`src/rtl/piso_pkg.sv`:
```
//------------------------------------------------------------------------------
// Module   : piso_pkg
// Purpose  : Shared types, defaults and index helpers for the PISO word
//            sequencer and its select counter.
// Revision : 1.0 - initial release
//------------------------------------------------------------------------------
`default_nettype none

package piso_pkg;

  localparam int WIDTH_DEF = 32;
  localparam int SEL_W_DEF = 5;

  typedef enum logic [1:0] {
    ST_IDLE   = 2'd0,
    ST_SHIFT  = 2'd1,
    ST_PARITY = 2'd2
  } state_e;

  // First bit index of a word: bit 0 when LSB first, otherwise the top bit.
  function automatic int start_idx(input bit lsb_first, input int width = WIDTH_DEF);
    return lsb_first ? 0 : width - 1;
  endfunction

  // Last bit index of a word: the top bit when LSB first, otherwise bit 0.
  function automatic int end_idx(input bit lsb_first, input int width = WIDTH_DEF);
    return lsb_first ? width - 1 : 0;
  endfunction

endpackage

`default_nettype wire

```
`src/rtl/piso_sel_counter.sv`:
```
//------------------------------------------------------------------------------
// Module   : piso_sel_counter
// Purpose  : Loadable up/down select counter. Load returns to the start index,
//            enable steps one position toward the end index, at_end flags the
//            final position of the word.
// Revision : 1.0 - initial release
//------------------------------------------------------------------------------
`default_nettype none

module piso_sel_counter
  import piso_pkg::*;
#(
  parameter int SEL_W     = SEL_W_DEF,
  parameter int LSB_FIRST = 1
) (
  input  logic             clk,
  input  logic             rst_n,
  input  logic             load,
  input  logic             en,
  output logic [SEL_W-1:0] sel,
  output logic             at_end
);

  localparam logic [SEL_W-1:0] START = SEL_W'(start_idx(LSB_FIRST != 0, 2 ** SEL_W));
  localparam logic [SEL_W-1:0] STOP  = SEL_W'(end_idx(LSB_FIRST != 0, 2 ** SEL_W));
  localparam logic [SEL_W-1:0] STEP  = SEL_W'(1);

  logic [SEL_W-1:0] sel_q;
  logic [SEL_W-1:0] sel_d;

  // Next select: load wins over stepping; the caller never steps past the end.
  always_comb begin
    sel_d = sel_q;
    if (load) begin
      sel_d = START;
    end else if (en) begin
      sel_d = (LSB_FIRST != 0) ? sel_q + STEP : sel_q - STEP;
    end
  end

  // Select register, parked at the start index out of reset.
  always_ff @(posedge clk or negedge rst_n) begin
    if (!rst_n) begin
      sel_q <= START;
    end else begin
      sel_q <= sel_d;
    end
  end

  assign sel    = sel_q;
  assign at_end = (sel_q == STOP);

endmodule

`default_nettype wire

```
`src/rtl/piso_word_sequencer.sv`:
```
//------------------------------------------------------------------------------
// Module   : piso_word_sequencer
// Purpose  : Holds a loaded word on the 32:1 mux data inputs and steps the mux
//            select through every bit, framing the serial stream with
//            valid/ready/last. A word offered during the final beat is taken
//            on that same edge so consecutive words stream without a bubble.
// Options  : PISO_PARITY_EN - append an even-parity beat (par_beat/par_bit)
//            after the data beats; ser_last then moves to the parity beat.
// Revision : 1.0 - initial release
//------------------------------------------------------------------------------
`default_nettype none

module piso_word_sequencer
  import piso_pkg::*;
#(
  parameter int WIDTH     = WIDTH_DEF,
  parameter int SEL_W     = SEL_W_DEF,
  parameter int LSB_FIRST = 1
) (
  input  logic             clk,
  input  logic             rst_n,
  input  logic             load_valid,
  output logic             load_ready,
  input  logic [WIDTH-1:0] load_data,
  output logic [WIDTH-1:0] word_q,
  output logic [SEL_W-1:0] sel,
  output logic             ser_valid,
  input  logic             ser_ready,
  output logic             ser_last
`ifdef PISO_PARITY_EN
  ,
  output logic             par_beat,
  output logic             par_bit
`endif
);

  state_e           state_q;
  state_e           state_d;
  logic [WIDTH-1:0] word_d;
  logic             at_end;
  logic             beat_acc;
  logic             final_acc;
  logic             load_acc;
  logic             sel_step;

  assign beat_acc   = ser_valid & ser_ready;
  assign final_acc  = beat_acc & ser_last;
  assign load_ready = (state_q == ST_IDLE) | final_acc;
  assign load_acc   = load_valid & load_ready;
  // Parity beats keep the select parked at the end index.
  assign sel_step   = beat_acc & (state_q == ST_SHIFT) & ~at_end;

  piso_sel_counter #(
    .SEL_W     (SEL_W),
    .LSB_FIRST (LSB_FIRST)
  ) u_sel_counter (
    .clk    (clk),
    .rst_n  (rst_n),
    .load   (load_acc | final_acc),
    .en     (sel_step),
    .sel    (sel),
    .at_end (at_end)
  );

  // FSM state register.
  always_ff @(posedge clk or negedge rst_n) begin
    if (!rst_n) begin
      state_q <= ST_IDLE;
    end else begin
      state_q <= state_d;
    end
  end

  // FSM next state: a load on the final accept keeps the stream in SHIFT.
  always_comb begin
    state_d = state_q;
    unique case (state_q)
      ST_IDLE: begin
        if (load_acc) state_d = ST_SHIFT;
      end
      ST_SHIFT: begin
        if (beat_acc && at_end) begin
`ifdef PISO_PARITY_EN
          state_d = ST_PARITY;
`else
          state_d = load_acc ? ST_SHIFT : ST_IDLE;
`endif
        end
      end
      ST_PARITY: begin
        if (beat_acc) state_d = load_acc ? ST_SHIFT : ST_IDLE;
      end
      default: state_d = ST_IDLE;
    endcase
  end

  // FSM outputs: serial framing decoded from the current state.
  always_comb begin
    ser_valid = 1'b0;
    ser_last  = 1'b0;
`ifdef PISO_PARITY_EN
    par_beat  = 1'b0;
`endif
    unique case (state_q)
      ST_SHIFT: begin
        ser_valid = 1'b1;
`ifndef PISO_PARITY_EN
        ser_last  = at_end;
`endif
      end
      ST_PARITY: begin
        ser_valid = 1'b1;
        ser_last  = 1'b1;
`ifdef PISO_PARITY_EN
        par_beat  = 1'b1;
`endif
      end
      default: ;
    endcase
  end

`ifdef PISO_PARITY_EN
  assign par_bit = ^word_q;
`endif

  // Word holding register: only a load handshake changes it.
  always_comb begin
    word_d = word_q;
    if (load_acc) word_d = load_data;
  end

  // Word register driving the mux data inputs.
  always_ff @(posedge clk or negedge rst_n) begin
    if (!rst_n) begin
      word_q <= '0;
    end else begin
      word_q <= word_d;
    end
  end

endmodule

`default_nettype wire

```
`config.mk`:
```
export PLATFORM = sky130hd
export DESIGN_NAME = piso_word_sequencer
export DESIGN_NICKNAME = d
export VERILOG_FILES = /design/src/rtl/piso_pkg.sv /design/src/rtl/piso_sel_counter.sv /design/src/rtl/piso_word_sequencer.sv
export SDC_FILE = /design/constraint.sdc
export NUM_CORES = 1
export LEC_CHECK = 0
export ABC_CLOCK_PERIOD_IN_PS = 1840
export CELL_PAD_IN_SITES_DETAIL_PLACEMENT = 0
export CELL_PAD_IN_SITES_GLOBAL_PLACEMENT = 1
export CORE_MARGIN = 2
export CORE_UTILIZATION = 29
export DETAILED_ROUTE_END_ITERATION = 7
export PLACE_DENSITY_LB_ADDON = 0.1
export RECOVER_POWER = 50
export SLEW_MARGIN = 10
export SYNTH_ARGS = -nofsm -noshare
export SYNTH_HDL_FRONTEND = slang
export SYNTH_SLANG_ARGS = --single-unit
```
`constraint.sdc`:
```
create_clock -name clk -period 1.84 [get_ports clk]
set_input_delay 0.552 -clock clk [delete_from_list [all_inputs] [get_ports clk]]
set_output_delay 0.552 -clock clk [all_outputs]
set_load 0.01 [all_outputs]
```
---- Word level (Yosys, flattened, before mapping) ----
Index checks and enable logic that the tools add are counted.
operators by class
  add/sub/neg operators ................... 1
  bitwise operators ....................... 8
  reduce and logical (&&, ||, !) cells .... 5
  mux-type cells .......................... 9
  equality and inequality tests ........... 6
operator list
  cell                 count
  $mux 5               2
  $mux 2               3
  $pmux 2 s3           1
  $add 5x1->5 const B  1
  $and 1x1->1          5
  $eq 5x5->1 const B   1
  $ne 2x2->1 const B   2
  $reduce_and 3->1     1
  $eq 2x1->1 const B   1
  $eq 2x2->1 const B   1
  $logic_not 2->1      1
  $mux 1               2
  $ne 2x1->1 const B   1
  $or 1x1->1           2
  $pmux 1 s2           1
  $reduce_bool 2->1    1
  $reduce_or 2->1      1
  $logic_and 1x1->1    1
  $not 1->1            1
word-level totals
  flip-flop bits (word level) ............. 39
  input bits .............................. 36
  word-level logic and storage cells ...... 32
  output and inout bits ................... 40

---- Longest topological paths before layout ----
  depth after elaboration ................. 10
  depth in mapped cells ................... 7
  depth with buffers taken out ............ 6

---- By module ----
A second synthesis with hierarchy kept.
unflattened totals
  cell total of the unflattened synthesis .. 98
  area total of the unflattened synthesis .. 1,706.6 um2
by module, submodules not included
  module               times used  area each (um2)  cells each
  piso_word_sequencer  1           1,430.1          76
  piso_sel_counter     1           276.5            22

---- Least setup slack after synthesis ----
OpenSTA, ideal clock, no wires.
  kind .................................... register to register
  from .................................... reg u_sel_counter.sel_q[0], in the netlist u_sel_counter.sel[0]
  to ...................................... reg word_q[0]
  required time ........................... 1.715 ns
  clock period less this slack ............ 1.969 ns
  slack ................................... -0.129 ns
  arrival time ............................ 1.844 ns
  cell stages (with the launch flop) ...... 8
  cells stage by stage .................... dfrtp_1 ha_1 and3_1 ha_1 a21bo_4 nand2_4 buf_6 mux2_4
between the ends
  longest elaborated chain between the ends .. 5
ends and longest elaborated chain
  what                    RTL line                    text
  from (decl)             piso_sel_counter.sv:28      logic [SEL_W-1:0] sel_q;
  from (signal assigned)  piso_sel_counter.sv:46      sel_q <= sel_d;
  $eq 5x5->1              piso_sel_counter.sv:51      assign at_end = (sel_q == STOP);
  $pmux 1 s2              piso_word_sequencer.sv:104  unique case (state_q)
  $and 1x1->1             piso_word_sequencer.sv:47   assign final_acc = beat_acc & ser_last;
  $or 1x1->1              piso_word_sequencer.sv:48   assign load_ready = (state_q == ST_IDLE) | final_acc;
  named net load_ready    piso_word_sequencer.sv:23   output logic load_ready,
  $and 1x1->1             piso_word_sequencer.sv:49   assign load_acc = load_valid & load_ready;
  to (signal assigned)    piso_word_sequencer.sv:137  word_q <= word_d;
  to (decl)               piso_word_sequencer.sv:25   output logic [WIDTH-1:0] word_q,
The timed path passes the listed nets, and every way through them passes these cells.
A chain may end at the register's enable or synchronous reset.

---- Worst setup path in the final report ----
  from .................................... reg u_sel_counter.sel_q[1], in the netlist u_sel_counter.sel[1]
  to ...................................... out load_ready
between the ends
  longest elaborated chain between the ends .. 4
ends and longest elaborated chain
  what         RTL line
  $eq 5x5->1   piso_sel_counter.sv:51
  $pmux 1 s2   piso_word_sequencer.sv:104
  $and 1x1->1  piso_word_sequencer.sv:47
  $or 1x1->1   piso_word_sequencer.sv:48
  to (decl)    piso_word_sequencer.sv:23
No other way between the ends.

==> run metrics <==
status=complete, but fails checks; violated checks=setup timing; syn_nets=between 100 and 150; CTS tree=done; worst hold slack=0.368 ns; clock-pin slew on the worst setup and hold paths=roughly 0.090 ns; maxcap violations=0; Antenna diodes=0; GP Congestion=0.814; Hold Violations, Final=0; Post-synth EDFFs=0; mux cell area share after synthesis=between 20 and 30%; period utilization=112%; endpoints failing setup=34; Main synth FF type=dfrtp_1; FFs w/ async S/R, synth=100%; RSZ-0062 raised after global routing=yes; gr ovfl total=0; first-pass GRT wire length=6.91 mm; CP Launch Type=register; Pins Over Slew Limit=0; FMAX=a little under 500 MHz; Rel. slew slack=37.9%; Yosys top cell area share=56.6%; Via density=~4.3; CP Max Fanout=3; layout cells sized above 1=a little over a third; Worst-Margin Slew=approximately 0.93 ns; Final ANT Viol Nets=0; Setup CP Type=register to primary output; Synth top cells by count=38 x dfrtp_1, 30 x mux2_4, 6 x o21ai_0; root buffer cell=clkbuf_8; top-count cell post-synth=dfrtp_1; IO Pins=76; Yosys cell types=22; Pleak=1.39 nW; FF+latch count, synth=38; Tot GR Track Use=14.2%; compound-cell area share of the yosys netlist=3.80%; die width=approximately 80 um; later-pin clock latency in the skew report=0.29 ns; mapped cell area=roughly 1700 um2; Yosys top cell by area=dfrtp_1; Crit. End Element=primary output; initial antenna violation count=0; Post-Synth Simple-Gate Area=7.52%; initial DRC count=20; core footprint=between 5000 and 6000 um2; # port buffers=75; Remaining DRCs=0; largest family of logic cells by synthesized area=multiplexers; hold bufs inserted after CTS=0; post-synthesis xor/xnor area fraction=0%; VDD IR max=between 0.0006 and 0.0007 V; clock sink total=38; syn avg cell area=16.0 um2; routed vias=1221; FP Rows=27; Die Span Y=roughly 80 um; CTS Buf Count=5; wire per inst=~15 um; clk_skew=between 0.009 and 0.01 ns; Synthesis Warnings=0; PD cells=1430 nW/um2; die area=6420 um2; Synth Area in Adders=1.49%; Clock Path Buffers=2; H-Tree Depth=2; min Tclk post-route=between 2 and 2.5 ns; DRT Pass-1 Iters=3; Area growth syn-to-layout=73.8%; Required @ worst endpoint=around 1.3 ns; Mapped Cells=105; worst slack at placement=-0.420 ns; Initial Util=30.3%; Final WS setup=-0.221 ns; Final Net Count=247; pin count of the biggest net entering global routing=23; Area contributors post-synth=dfrtp_1 57%, mux2_4 27%, buf_6 2.0%; sequential area share after synthesis=between 50% and 60%; vias in the first global route=1423; Critical Path AT=1.51 ns; drt total wl=4.21 mm; DP Wirelength=2.93 mm; HP Class=input pin to async pin
==> critical path, stage by stage (launching register included) <==
cell     delay, ns
dfrtp_1       0.39
ha_2          0.19
and3_4        0.15
ha_4          0.17
a21bo_4       0.21
buf_6         0.11
==> cells in the final DEF (no fill, tap or decap) <==
master,netlist,final
and2_1,1,1
bufinv_16,0,1
a22o_1,2,2
nand2b_1,2,2
nand2_1,2,2
nand4bb_1,1,1
buf_16,0,2
and3_1,2,1
and3b_1,1,1
nand4b_1,2,2
inv_1,1,1
ha_2,0,1
buf_4,0,16
dlygate4sd2_1,0,5
buf_12,0,5
mux2_4,30,30
a21bo_4,1,1
and3_4,0,1
clkinvlp_4,0,2
nor2_1,1,1
buf_6,3,1
ha_4,0,1
clkbuf_2,0,1
dfrtp_1,38,38
nor2b_1,2,2
mux2_2,2,2
and2b_1,1,1
clkbuf_8,0,5
clkdlybuf4s50_1,0,67
buf_8,0,2
o21ai_0,6,6
clkbuf_1,1,1
nand3_1,3,3
nand2_8,0,1
buf_2,0,1
==> cells by family (layout without fill, tap and decap cells) <==
family | count (synthesis) | in the layout
buffers and inverters | 5 | 110
multiplexers | 32 | 32
AND/OR/NAND/NOR | 19 | 19
AO/OA/AOI/OAI | 9 | 9
adder cells (fa/ha/maj) | 2 | 2
flip-flops | 38 | 38
==> report_power, final <==
| group | leakage, nW | internal (mW) | switching (mW) |
|---|---|---|---|
| sequential | 0.460 | 1.24 | 0.230 |
| clock | 0.0504 | 0.404 | 0.326 |
| combinational | 0.875 | 1.35 | 0.623 |
==> path summary, 6_finish.rpt <==
path                       slack [ns]                     end                             start  depth (start not counted)
setup / recovery                -0.22              load_ready  u_sel_counter.sel[1]$_DFFE_PN0P_                          5
hold / removal                   0.37   word_q[1]$_DFFE_PN0P_                             rst_n                          1
setup reg to reg                -0.16  word_q[20]$_DFFE_PN0P_  u_sel_counter.sel[1]$_DFFE_PN0P_                          9
hold reg to reg                  0.51  word_q[30]$_DFFE_PN0P_            word_q[30]$_DFFE_PN0P_                          1
max in group asynchronous        0.37   word_q[7]$_DFFE_PN0P_                             rst_n                          2
min in group clk                 0.51  word_q[30]$_DFFE_PN0P_            word_q[30]$_DFFE_PN0P_                          1
==> metrics by stage <==
stage / setup TNS (ns) / cells / power [mW] / util [%] / area (um2)
2_1_floorplan: -1.18 / 105 / 2.32 / - / 1710
3_3_place_gp: -6.82 / 264 / 3.41 / 47.9 / 2660
3_5_place_dp: -7.27 / 264 / 3.44 / 47.9 / 2660
4_1_cts: -4.90 / 280 / 4.21 / 52.7 / 2920
5_1_grt: -6.02 / 282 / 4.42 / 52.7 / 2920
6_report: -4.11 / 282 / 4.17 / 52.7 / 2920
==> sequential cells by signal, indices dropped and copies added (netlist names) <==
signal             cells
state_q                1
word_q                32
u_sel_counter.sel      5
==> layer usage <==
metal	wire [um]	track usage, %
met3	279	3.82
met1	1830	17.5
met4	15	5.08
met2	2090	23.8
met5	0	0
==> layout make-up <==
| class | instances | area [um2] |
|---|---|---|
| inverters | 1 | 3.75 |
| well taps | 72 | 90.1 |
| repair buffers | 101 | 1040 |
| flip-flops and latches | 38 | 951 |
| clock inverters | 3 | 45.0 |
| multi-input cells | 62 | 717 |
| clock buffers | 5 | 68.8 |
| fillers | 481 | 2620 |
==> what timing repair did <==
action                                  in CTS  in global routing
resized for setup                           21                  0
setup buffers                                6                  2
pin swaps                                    3                  1
cloned                                       2                  0
endpoints found under the setup margin      40                 34
Note: power is estimated with default switching activity, not from simulation.
